`src/rtl/run_launcher.sv`:
```
// run_launcher: host-side initiator that loads operands, launches the core,
// waits for done with a timeout, then drains result words to the host.
module run_launcher #(
  parameter int         N_IN     = 8,
  parameter int         N_OUT    = 4,
  parameter logic [7:0] OUT_BASE = 8'd64,
  parameter int         TIMEOUT  = 4096
) (
  input  logic        clk,
  input  logic        reset,
  input  logic        start,
  input  logic        in_valid,
  input  logic [7:0]  in_data,
  output logic        in_ready,
  output logic        mem_we,
  output logic [7:0]  mem_addr,
  output logic [7:0]  mem_wdata,
  input  logic [7:0]  mem_rdata,
  output logic        cpu_reset,
  output logic        req,
  input  logic        done,
  output logic        out_valid,
  output logic [7:0]  out_data,
  input  logic        out_ready,
  output logic        busy,
  output logic        fin,
  output logic        timeout_err,
  output logic [15:0] run_cycles
);

  typedef enum logic [2:0] {
    S_IDLE, S_LOAD, S_CPU_RST, S_REQ,
    S_RUN, S_DRAIN, S_FINISH
  } state_t;

  state_t      r_state;
  logic [8:0]  r_idx;
  logic [31:0] r_cnt;
  logic        r_to;
  logic [15:0] r_cyc;

  logic [31:0] w_k;
  logic [15:0] w_k_sat;
  logic        w_last_in;
  logic        w_last_out;
  logic        w_tmo;

  // r_cnt holds completed RUN cycles, so the current cycle number is r_cnt+1
  assign w_k        = r_cnt + 32'd1;
  assign w_k_sat    = (w_k > 32'h0000_FFFF) ? 16'hFFFF : w_k[15:0];
  assign w_last_in  = (r_idx == 9'(N_IN - 1));
  assign w_last_out = (r_idx == 9'(N_OUT - 1));
  assign w_tmo      = (r_cnt == 32'(TIMEOUT - 1));

  always_ff @(posedge clk or negedge reset) begin
    if (!reset) begin
      r_state <= S_IDLE;
      r_idx   <= '0;
      r_cnt   <= '0;
      r_to    <= 1'b0;
      r_cyc   <= '0;
    end else begin
      unique case (r_state)
        S_IDLE: begin
          if (start) begin
            r_state <= S_LOAD;
            r_idx   <= '0;
            r_to    <= 1'b0;
            r_cyc   <= '0;
          end
        end
        S_LOAD: begin
          if (in_valid) begin
            r_idx <= r_idx + 9'd1;
            if (w_last_in) r_state <= S_CPU_RST;
          end
        end
        S_CPU_RST: begin
          r_state <= S_REQ;
          r_cnt   <= '0;
        end
        S_REQ: r_state <= S_RUN;
        S_RUN: begin
          if (done) begin
            r_cyc   <= w_k_sat;
            r_idx   <= '0;
            r_state <= S_DRAIN;
          end else if (w_tmo) begin
            r_to    <= 1'b1;
            r_cyc   <= w_k_sat;
            r_state <= S_FINISH;
          end else begin
            r_cnt <= w_k;
          end
        end
        S_DRAIN: begin
          if (out_ready) begin
            r_idx <= r_idx + 9'd1;
            if (w_last_out) r_state <= S_FINISH;
          end
        end
        S_FINISH: r_state <= S_IDLE;
        default:  r_state <= S_IDLE;
      endcase
    end
  end

  always_comb begin
    in_ready  = 1'b0;
    mem_we    = 1'b0;
    mem_addr  = '0;
    mem_wdata = '0;
    cpu_reset = 1'b1;
    req       = 1'b0;
    out_valid = 1'b0;
    out_data  = '0;
    fin       = 1'b0;
    unique case (r_state)
      S_LOAD: begin
        in_ready  = 1'b1;
        mem_we    = in_valid;
        mem_addr  = r_idx[7:0];
        mem_wdata = in_data;
      end
      S_REQ: begin
        cpu_reset = 1'b0;
        req       = 1'b1;
      end
      S_RUN: cpu_reset = 1'b0;
      S_DRAIN: begin
        cpu_reset = 1'b0;
        mem_addr  = OUT_BASE + r_idx[7:0];
        out_valid = 1'b1;
        out_data  = mem_rdata;
      end
      S_FINISH: fin = 1'b1;
      default: ;
    endcase
  end

  assign busy        = (r_state != S_IDLE);
  assign timeout_err = r_to;
  assign run_cycles  = r_cyc;

endmodule

```
`config.mk`:
```
export PLATFORM = sky130hd
export DESIGN_NAME = run_launcher
export DESIGN_NICKNAME = d
export VERILOG_FILES = /design/src/rtl/run_launcher.sv
export SDC_FILE = /design/constraint.sdc
export NUM_CORES = 1
export LEC_CHECK = 0
export BUFFER_PORTS_ARGS = -buffer_cell sky130_fd_sc_hd__buf_2
export CAP_MARGIN = 5
export CORE_MARGIN = 5
export CORE_UTILIZATION = 40
export CTS_BUF_LIST = sky130_fd_sc_hd__clkbuf_8
export CTS_CLUSTER_SIZE = 25
export DETAILED_ROUTE_END_ITERATION = 8
export PLACE_DENSITY = 0.72
export SLEW_MARGIN = 20
export SYNTH_ARGS = -nofsm -noshare
export SYNTH_HDL_FRONTEND = slang
export SYNTH_SLANG_ARGS = --single-unit
export TNS_END_PERCENT = 5
```
`constraint.sdc`:
```
create_clock -name clk -period 4.4 [get_ports clk]
set_input_delay 0.22 -clock clk [delete_from_list [all_inputs] [get_ports clk]]
set_output_delay 0.22 -clock clk [all_outputs]
set_load 0.05 [all_outputs]
```
==> results.yml <==
routing:
  via_per_inst: 5.79
  drcViolationCount: 0
  ant_nets: 0
  avgRoutedWirePerCell_um: 16.4
  drt_iter0_drc: 293
  drt_pass1_iterations: 5
  finalWirelength_um: 10900
  num_vias: 3851
yosys:
  synthMuxAreaShare: 0.0178
  seq_area_frac_synth: 0.380
  yosys.area.top_type: "dfrtp_1"
  synth_cells: 482
  syn_avg_cell_area_um2: 8.34
  synthFlopType: "dfrtp_1"
  yosysWarnings: 0
  synth_nets: 509
  synth_common_cells: "61 x dfrtp_1, 58 x o21ai_0, 36 x nor2_1"
  synth-xor-area-share: 0.0392
  synth-seq-cells: 61
  synth_area_um2: 4020
  synth_edf_count: 0
  post-synth-top-count-cell: "dfrtp_1"
  synth_compound_gate_area_share: 0.206
  synthAdderAreaFrac: 0.0156
  ys_types: 53
  synth_area_leaders: "dfrtp_1 38%, o21ai_0 7.2%, and3_1 5.1%"
  async_reset_ff_frac: 1.00
  synth_top_family_by_area: "simple AND/OR/NAND/NOR gates"
  netlist.area_leader.share: 0.380
  synthSimpleGateAreaFrac: 0.282
hold_path:
  hp-class: "input pin to asynchronous set/reset pin"
placement:
  dp_cells: 649
  post-place-ws_ns: 1.18
  dpl.hpwl_um: 7560
  gp_congestion: 0.911
  numPortBuffers: 69
power:
  power_frac_comb: 0.413
  power.switching_uw: 991
  vdd_drop_max_v: 0.000287
  sw_frac_of_total: 0.481
  powerDensity_nw_per_um2: 452
  power_frac_seq: 0.342
  p_clk_frac: 0.245
  intPower_uw: 1070
  leakage_uw: 0.00216
floorplan:
  coreArea_um2: 9770
  chipWidth_um: 110
  fp.dieH_um: 110
  io_pins: 70
  row_count: 36
  die-area_um2: 12100
  start_util: 0.411
setup_path:
  crit_path_top_delay_cell: "nor4_4"
  worstRegToRegCells: 8
  crit_type: "register to register"
  cp_num_buf_inv: 0
  startpoint_type: "register"
  critPathCaptureType: "register"
  slowest_delay_ns: 0.60
  critical_path_depth: 8
  cp.arrival_ns: 3.38
  path_delay_family: "simple AND/OR/NAND/NOR gates"
  crit_fanout: 16
  crit_chain: "ha_1 > nand4_1 > or3_1 > nor4_1 > xnor2_1 > o2111ai_1 > nor4_4 > o21ai_0"
  required_ns: 4.59
cells_and_area:
  final_core_util: 0.467
  drive_above_1_share: 0.190
  nets: 554
  syn2layout_area_growth_pct: 13.6
  diodes: 0
  final_cells: 665
sta:
  maxSlewViolCount: 0
  hold_viol: 0
  hold-worst-slack_ns: 0.0223
  min_period_ns: 3.19
  skew_ns: 0.00958
  maxSlewHeadroom: 0.352
  fmax_ghz: 0.313
  setup-tns-final_ns: 0
  setup_viol: 0
  setup_slack_ns: 1.21
  min_period_over_period: 0.725
  rsz0062_at_grt: "false"
  worst_slew_pin_slew_ns: 0.963
clock_network:
  cts_tree: "done"
  htree_levels: 3
  cts_resized: 0
  post_cts_buffers: 0
  cts_buffer_depth: 2
  cts_hold_buf: 0
  root_buffer: "clkbuf_8"
  cts_buffers: 9
  clock_latency_ns: 0.35
  cts.sinks: 61
  clk_pin_slew_worst_paths_ns: 0.07
global_routing:
  grt_pass1_wl_um: 18600
  antenna_found_initial: 0
  use_met2: 0.305
  grt_max_degree: 62
  met3_usage: 0.0384
  grt_pass1_vias: 3714
  top_usage_layer: "met2"
  use_met1: 0.267
  grt_usage: 0.191
  overflow: 0
run:
  maxCapViolations: 0
status:
  status: "completed"
## metrics by stage
step | total power (µW) | instance area (µm²)
after floorplan | 1380 | 4020
after global placement | 1540 | 4360
after detailed placement | 1560 | 4360
after CTS | 2070 | 4560
after global routing | 2180 | 4560
final | 2060 | 4560
## final cells by class
class | count | area (µm²)
timing repair buffer | 73 | 375
tap | 133 | 166
clock inverter | 7 | 73.8
clock buffer | 9 | 124
fill | 950 | 5210
sequential | 61 | 1530
multi-input combinational | 371 | 2260
inverter | 11 | 41.3
## cell families after synthesis
kind of cell	after synthesis
XOR/XNOR	18
AND/OR/NAND/NOR	207
adder cells (fa/ha/maj)	5
flip-flops	61
buffers and inverters	50
AO/OA/AOI/OAI	134
multiplexers	7
## power by group through the flow
stage                     Combinational (µW)  Sequential, µW  Clock, µW
after floorplan                          691             687          0
after global placement                   831             709          0
after CTS                                851             701        515
final                                    852             705        505
after detailed placement                 848             712          0
after global routing                     923             719        542
## cell usage in the layout (no fill, tap or decap), types with 8 or more instances in the layout
cell type / instances
buf_2: 69
xnor2_1: 9
nor3_1: 13
clkbuf_8: 9
and2_1: 12
a22oi_1: 10
xor2_1: 9
nand4_1: 14
dfrtp_1: 61
o31ai_1: 18
nand3_1: 31
inv_1: 11
nor4_1: 8
a21oi_1: 21
nor2_1: 35
and3_1: 33
o21ai_0: 58
nand2_1: 33
## layer usage
| layer | share of wire | vias to the layer above | wire length [µm] |
|---|---|---|---|
| li1 | - | 1849 | - |
| met1 | 0.46 | 1862 | 4970 |
| met2 | 0.47 | 125 | 5150 |
| met3 | 0.059 | 15 | 643 |
| met4 | 0.013 | 0 | 146 |
| met5 | 0 | - | 0 |
## worst register-to-register path: cells and delay by family, from the launching register on
| family | cells | cell delay (ns) |
|---|---|---|
| adders and majority gates | 1 | 0.29 |
| and+or+nand+nor | 4 | 1.73 |
| xor gates and xnor gates | 1 | 0.19 |
| AOI/OAI and AO/OA | 2 | 0.39 |
| DFF | 1 | 0.43 |
## worst paths after layout
kind	startpoint	to	slack (ns)
setup / recovery	r_cnt[0]	run_cycles[7]	1.21
setup reg to reg	r_cnt[0]	run_cycles[7]	1.21
min in group clk	start	timeout_err	0.23
hold / removal	reset	r_cnt[17]	0.02
max in group asynchronous	reset	r_cnt[25]	3.82
hold reg to reg	run_cycles[4]	run_cycles[4]	0.49
## registers in the layout (all words and copies together) (netlist names)
name,flops
run_cycles,16
r_state,3
r_cnt,32
timeout_err,1
r_idx,9
Note: power is estimated with default switching activity, not from simulation.
